[config.mk]
export PLATFORM = sky130hd
export DESIGN_NAME = scp_trace_buffer_flat
export DESIGN_NICKNAME = d
export VERILOG_FILES = /design/src/rtl/scp_trace_buffer_if.sv /design/src/rtl/scp_trace_buffer.sv /design/src/flat_wrapper.sv
export SDC_FILE = /design/constraint.sdc
export NUM_CORES = 1
export LEC_CHECK = 0
export BUFFER_PORTS_ARGS = -buffer_cell sky130_fd_sc_hd__buf_2
export CORE_MARGIN = 10
export CORE_UTILIZATION = 55
export CTS_CLUSTER_SIZE = 20
export DETAILED_ROUTE_END_ITERATION = 7
export PLACE_DENSITY_LB_ADDON = 0.05
export SETUP_SLACK_MARGIN = 0.1
export SYNTH_ARGS = -nofsm -noshare
export SYNTH_HDL_FRONTEND = slang
export SYNTH_SLANG_ARGS = --single-unit
[constraint.sdc]
create_clock -name clk -period 15.9 [get_ports clk]
set_clock_uncertainty 0.05 [all_clocks]
set_input_delay 3.18 -clock clk [delete_from_list [all_inputs] [get_ports clk]]
set_output_delay 3.18 -clock clk [all_outputs]
set_load 0.02 [all_outputs]
[src/rtl/scp_trace_buffer_if.sv]
// Capture-side and drain-side signals of the commit-trace buffer.
// The slave modport is the buffer; the master modport is the core/sink side.
interface scp_trace_buffer_if #(
  parameter int ADDR_W  = 32,
  parameter int INSTR_W = 32,
  parameter int DEPTH   = 16,
  parameter int SEQ_W   = 16,
  parameter int DROP_W  = 8
);
  localparam int LVL_W = $clog2(DEPTH) + 1;

  logic               cap_en;
  logic               cap_valid;
  logic [ADDR_W-1:0]  cap_pc;
  logic [INSTR_W-1:0] cap_instr;
  logic               out_valid;
  logic               out_ready;
  logic [ADDR_W-1:0]  out_pc;
  logic [INSTR_W-1:0] out_instr;
  logic [SEQ_W-1:0]   out_seq;
  logic [LVL_W-1:0]   level;
  logic               full;
  logic [DROP_W-1:0]  drop_cnt;

  modport master (
    output cap_en, cap_valid, cap_pc, cap_instr, out_ready,
    input  out_valid, out_pc, out_instr, out_seq, level, full, drop_cnt
  );

  modport slave (
    input  cap_en, cap_valid, cap_pc, cap_instr, out_ready,
    output out_valid, out_pc, out_instr, out_seq, level, full, drop_cnt
  );
endinterface

[src/rtl/scp_trace_buffer.sv]
// Commit-trace FIFO: stamps each retiring pc/instr with a cycle number and queues it for a sink.
// Optional macro TRACE_FILTER_EN suppresses repeated captures of the last accepted pc.
module scp_trace_buffer #(
  parameter int ADDR_W  = 32,
  parameter int INSTR_W = 32,
  parameter int DEPTH   = 16,
  parameter int SEQ_W   = 16,
  parameter int DROP_W  = 8
) (
  input  logic                clk,
  input  logic                rstb,
  scp_trace_buffer_if.slave   bus
);
  localparam int PTR_W = $clog2(DEPTH);
  localparam int LVL_W = PTR_W + 1;
  localparam logic [DROP_W-1:0] DROP_MAX = '1;
  localparam logic [LVL_W-1:0]  LVL_FULL = LVL_W'(DEPTH);

  typedef enum logic {D_COUNT, D_SAT} drop_st_t;

  function automatic logic [DROP_W-1:0] sat_inc(input logic [DROP_W-1:0] v);
    return (v == DROP_MAX) ? v : v + DROP_W'(1);
  endfunction

  logic [ADDR_W-1:0]  mem_pc    [DEPTH];
  logic [INSTR_W-1:0] mem_instr [DEPTH];
  logic [SEQ_W-1:0]   mem_seq   [DEPTH];

  logic [PTR_W-1:0]  wr_ptr, rd_ptr;
  logic [LVL_W-1:0]  level_q, level_nxt;
  logic [SEQ_W-1:0]  seq;
  logic [DROP_W-1:0] drop_q, drop_nxt;
  drop_st_t          drop_st, drop_st_nxt;
  logic              push_req, push_eff, push_acc, push_drop, pop;
  logic              is_full, is_valid;

  assign push_req = bus.cap_en & bus.cap_valid;

`ifdef TRACE_FILTER_EN
  logic [ADDR_W-1:0] last_pc;
  logic              last_vld;

  // A repeat of the last stored pc is swallowed, neither stored nor counted as a drop.
  assign push_eff = push_req & ~(last_vld & (bus.cap_pc == last_pc));

  always_ff @(posedge clk) begin
    if (rstb)          last_vld <= 1'b0;
    else if (push_acc) last_vld <= 1'b1;
  end

  always_ff @(posedge clk) begin
    if (push_acc && !rstb) last_pc <= bus.cap_pc;
  end
`else
  assign push_eff = push_req;
`endif

  assign is_full   = (level_q == LVL_FULL);
  assign is_valid  = (level_q != '0);
  assign pop       = is_valid & bus.out_ready;
  assign push_acc  = push_eff & (~is_full | pop);
  assign push_drop = push_eff & is_full & ~pop;

  always_comb begin
    level_nxt = level_q;
    case ({push_acc, pop})
      2'b10:   level_nxt = level_q + LVL_W'(1);
      2'b01:   level_nxt = level_q - LVL_W'(1);
      default: level_nxt = level_q;
    endcase
  end

  always_comb begin
    drop_st_nxt = drop_st;
    drop_nxt    = drop_q;
    case (drop_st)
      D_COUNT: begin
        if (push_drop) begin
          drop_nxt = sat_inc(drop_q);
          if (drop_nxt == DROP_MAX) drop_st_nxt = D_SAT;
        end
      end
      D_SAT:   drop_nxt = DROP_MAX;
      default: drop_st_nxt = D_COUNT;
    endcase
  end

  always_ff @(posedge clk) begin
    if (rstb) begin
      wr_ptr  <= '0;
      rd_ptr  <= '0;
      level_q <= '0;
      seq     <= '0;
      drop_q  <= '0;
      drop_st <= D_COUNT;
    end else begin
      if (push_acc) wr_ptr <= wr_ptr + PTR_W'(1);
      if (pop)      rd_ptr <= rd_ptr + PTR_W'(1);
      level_q <= level_nxt;
      seq     <= seq + SEQ_W'(1);
      drop_q  <= drop_nxt;
      drop_st <= drop_st_nxt;
    end
  end

  // Storage carries no reset; an empty FIFO masks the head fields to zero instead.
  always_ff @(posedge clk) begin
    if (push_acc && !rstb) begin
      mem_pc[wr_ptr]    <= bus.cap_pc;
      mem_instr[wr_ptr] <= bus.cap_instr;
      mem_seq[wr_ptr]   <= seq;
    end
  end

  assign bus.out_valid = is_valid;
  assign bus.full      = is_full;
  assign bus.level     = level_q;
  assign bus.drop_cnt  = drop_q;
  assign bus.out_pc    = is_valid ? mem_pc[rd_ptr]    : '0;
  assign bus.out_instr = is_valid ? mem_instr[rd_ptr] : '0;
  assign bus.out_seq   = is_valid ? mem_seq[rd_ptr]   : '0;

endmodule

[src/flat_wrapper.sv]
// flat-port wrapper written by rule: the top's interface ports become plain ports
module scp_trace_buffer_flat 
#(
  parameter int ADDR_W  = 32,
  parameter int INSTR_W = 32,
  parameter int DEPTH   = 16,
  parameter int SEQ_W   = 16,
  parameter int DROP_W  = 8
)
  (clk, rstb, bus_cap_en, bus_cap_valid, bus_cap_pc, bus_cap_instr, bus_out_ready, bus_out_valid, bus_out_pc, bus_out_instr, bus_out_seq, bus_level, bus_full, bus_drop_cnt);
  scp_trace_buffer_if #(.ADDR_W(ADDR_W), .INSTR_W(INSTR_W), .DEPTH(DEPTH), .SEQ_W(SEQ_W), .DROP_W(DROP_W)) bus_i ();
  input  logic clk;
  input  logic rstb;
  input wire logic [$bits(bus_i.cap_en)-1:0] bus_cap_en;
  input wire logic [$bits(bus_i.cap_valid)-1:0] bus_cap_valid;
  input wire logic [$bits(bus_i.cap_pc)-1:0] bus_cap_pc;
  input wire logic [$bits(bus_i.cap_instr)-1:0] bus_cap_instr;
  input wire logic [$bits(bus_i.out_ready)-1:0] bus_out_ready;
  output wire logic [$bits(bus_i.out_valid)-1:0] bus_out_valid;
  output wire logic [$bits(bus_i.out_pc)-1:0] bus_out_pc;
  output wire logic [$bits(bus_i.out_instr)-1:0] bus_out_instr;
  output wire logic [$bits(bus_i.out_seq)-1:0] bus_out_seq;
  output wire logic [$bits(bus_i.level)-1:0] bus_level;
  output wire logic [$bits(bus_i.full)-1:0] bus_full;
  output wire logic [$bits(bus_i.drop_cnt)-1:0] bus_drop_cnt;
  assign bus_i.cap_en = bus_cap_en;
  assign bus_i.cap_valid = bus_cap_valid;
  assign bus_i.cap_pc = bus_cap_pc;
  assign bus_i.cap_instr = bus_cap_instr;
  assign bus_i.out_ready = bus_out_ready;
  assign bus_out_valid = bus_i.out_valid;
  assign bus_out_pc = bus_i.out_pc;
  assign bus_out_instr = bus_i.out_instr;
  assign bus_out_seq = bus_i.out_seq;
  assign bus_level = bus_i.level;
  assign bus_full = bus_i.full;
  assign bus_drop_cnt = bus_i.drop_cnt;
  scp_trace_buffer #(.ADDR_W(ADDR_W), .INSTR_W(INSTR_W), .DEPTH(DEPTH), .SEQ_W(SEQ_W), .DROP_W(DROP_W)) u_core (.clk(clk), .rstb(rstb), .bus(bus_i));
endmodule
==> metrics list <==
- Area of the multi-input gates: 0.01082 mm2
- Post-detailed-placement half-perimeter wirelength: 55160 um
- Reg-to-reg setup timing slack: 11.27 ns
- Counting the buffers created by CTS gives 138.
- In this run the tool buffered the top-level ports with 163 buffer cells.
- Metal2 WL: 56720 um
- Prevailing post-synth register cell: edfxtp_1
- Hold Violations, Final: 0
- Data on the critical path arrives at its endpoint at 5.02 ns.
- Averaged over all synthesized cells, the footprint is 23.91 um2.
- Type of origin of the critical path: register
- Die span in y: 322.9 um
* Peak VDD IR: 120.5 uV
- Quantity of hold-fixing buffers added after cts: 0
* Drt first pass iters: 6
- Worst-case clock buffer depth: 3
- Post-detailed-route DRC marker count: 0
- The region available for standard cell placement spans 0.09139 mm2.
* CTS sink cnt: 1322
- Buffer type at the clock tree root: clkbuf_16
- After detailed routing, the wire length on met1 is 45670 um.
- Effective utilization at floorplan: 55.23%
- Once routing completed, OpenROAD measured the worst setup slack at 7.653 ns.
- Initial antenna violation count: 12
- Number of flops mapped to enable cells by yosys: 1280
* Crit share post-route: 51.87%
- In the layout the commonest cells are edfxtp_1 (1280), mux4_2 (400), buf_2 (163).
* Detail-routed net length per standard cell: 30.53 um
- The worst setup path is captured at an output pin.
- Max Used Layer: met5
- The filler cells instantiated in the layout total 6224.
* Synth warn: 0
- Synthesis produced a netlist with a net count of 2189.
- Timing would allow up to 121.3 MHz.
* Worst hold path class: register to register
- Latest clock arrival within the worst-skew pair: 0.73 ns
- In the final layout, flip-flops and latches occupy 0.03929 mm2.
* Critical-path maximum fanout: 51
- Number of placed I/O pins: 164
- The congestion estimate from routability-driven global placement came to 0.7491.
- Synthesis inferred 1322 register bits.
- Remaining antenna violation count after routing: 0
- At the placement stage, the worst setup path has a slack of 8.152 ns.
- Summing over every cut layer, the via total after detailed routing is 22846.
- Gates resized, CTS repair: 0
- After clock tree synthesis, the clock-pin slew on the worst setup and hold paths is 0.05 ns.
- Across the run, the number of max-cap violations was 0.
* Post-Synthesis Cell Area: 0.05047 mm2
- Total detailed-routing wirelength: 111400 um
* Wire length of the first global-routing pass: 163800 um
- Number of global-route vias before repair: 24329
- TritonCTS built the clock tree.
* Setup repair after global routing missed its margin: no
- In this run the post-CTS setup repair buffer count came out at 0.
* WL met3: 6992 um
* Horizontal die dimension: 322.9 um
- Net count, final: 2427
* Post-synthesis cell count: 2111
- Die ar.: 0.1043 mm2
- Maximum number of pins on one net before global-route repair: 136
* Tightest slew margin relative to the limit: 25.14%
- Dividing total power by cell area gives a power density of 153.6 mW/mm2.
- Overall power consumption after layout is estimated at 8775 uW.
- Area added between synthesis and finish: 13.15%
- Proportion of layout cells with a drive suffix above 1: 33.51%
- Sequential cells were found to cover 77.82% of the synthesized design area.
- # H-tree levels: 4
* WP data required: 12.67 ns
- Slew @ Worst Pin: 1.123 ns
* Leak pwr: 0.01767 uW
* Initial drt markers: 2474
- Status: completed
* Total overflow reported by the global router: 0
* Setup violators final: 0
* Final min period: 8.247 ns
- Count of unique library cells instantiated by Yosys: 45
- Setup TNS: 0 ns
- Detailed-route vias per instance: 6.259
- The floorplan has 111 rows.
- Path type of the worst setup path: register to output pin
* Fraction of registers with async set/reset: 0%
- Max-slew violation total from the final report: 0
* Leading cell type in the layout, fill and taps excluded: edfxtp_1
* GRT Util Overall: 21.83%
==> worst max-delay path, stage by stage, from the launching register on <==
cell and delay [ns]:
dfxtp_4 0.98, buf_4 0.90, buf_4 0.90, mux4_2 0.61
mux4_2 0.54, and2_1 0.18, buf_2 0.15
==> registers in the layout, indices dropped and copies added (netlist names), named ones only <==
| name | count |
|---|---|
| u_core.mem_instr | 512 |
| u_core.mem_pc | 512 |
| u_core.mem_seq | 256 |
| u_core.seq | 16 |
| u_core.bus.drop_cnt | 8 |
| u_core.bus.level | 5 |
| u_core.rd_ptr | 4 |
| u_core.wr_ptr | 4 |
| u_core.drop_st | 1 |
==> cell type report <==
type	instances	share of cell area (%)
Clock inverter	71	0.8697
Timing Repair Buffer	208	2.064
Tap cell	1186	2.598
Antenna cell	2	0.008763
Inverter	7	0.04820
Sequential cell	1322	68.80
Clock buffer	182	6.669
Multi-Input combinational cell	672	18.95
==> power by group <==
group	internal [uW]	total, uW	switching (uW)
combinational	846	1820	972
clock	1780	3050	1270
sequential	3840	3910	66.7
total	6460	8770	2310
==> logic make-up after synthesis <==
family	share of synthesized area, %
AOI/OAI and AO/OA	0.4859
xor gates and xnor gates	0.3817
adders and majority gates	0.2231
buffers and inverters	0.9841
DFF	77.82
muxes	18.01
and+or+nand+nor	2.097
==> worst paths after layout <==
| kind | startpoint | endpoint | cells after the start |
|---|---|---|---|
| setup reg to reg | u_core.bus.level[1] | u_core.mem_pc[6][3] | 6 |
| setup / recovery | register | bus_out_pc[17] | 6 |
| hold / removal | u_core.rd_ptr[3] | register | 2 |
| hold reg to reg | u_core.rd_ptr[3] | register | 2 |
==> Yosys cell counts (all sizes together) (5+ instances only) <==
library cell,number,share of area (%)
nand3,7,0.069
buf,37,0.39
o21ai,7,0.069
nand4,8,0.099
mux4,400,18
ha,9,0.22
xor2,12,0.21
nor3,5,0.079
and2,81,1.0
inv,7,0.052
clkbuf,73,0.54
mux2i,6,0.12
or3,6,0.074
dfxtp,42,1.7
nor2,51,0.38
xnor2,10,0.17
nand2,20,0.15
edfxtp,1280,76
a21oi,18,0.18
==> metal layers <==
| layer | vias up | GRT usage, % |
|---|---|---|
| met5 | - | 0 |
| met1 | 12424 | 29.92 |
| li1 | 9493 | - |
| met3 | 167 | 4.224 |
| met4 | 8 | 5.542 |
| met2 | 754 | 36.18 |
==> stage by stage <==
step                cell area, um2  hold slack [ns]  std cells  utilization (%)
floorplan                    50470           0.4347       2111                -
global placement             52800           0.4624       3395            57.78
detailed placement           52800           0.4736       3395            57.78
CTS                          57110           0.4948       3648            62.49
global route                 57110           0.5332       3650            62.50
finish                       57110           0.4895       3650            62.50
(Power assumes the default switching activity.)
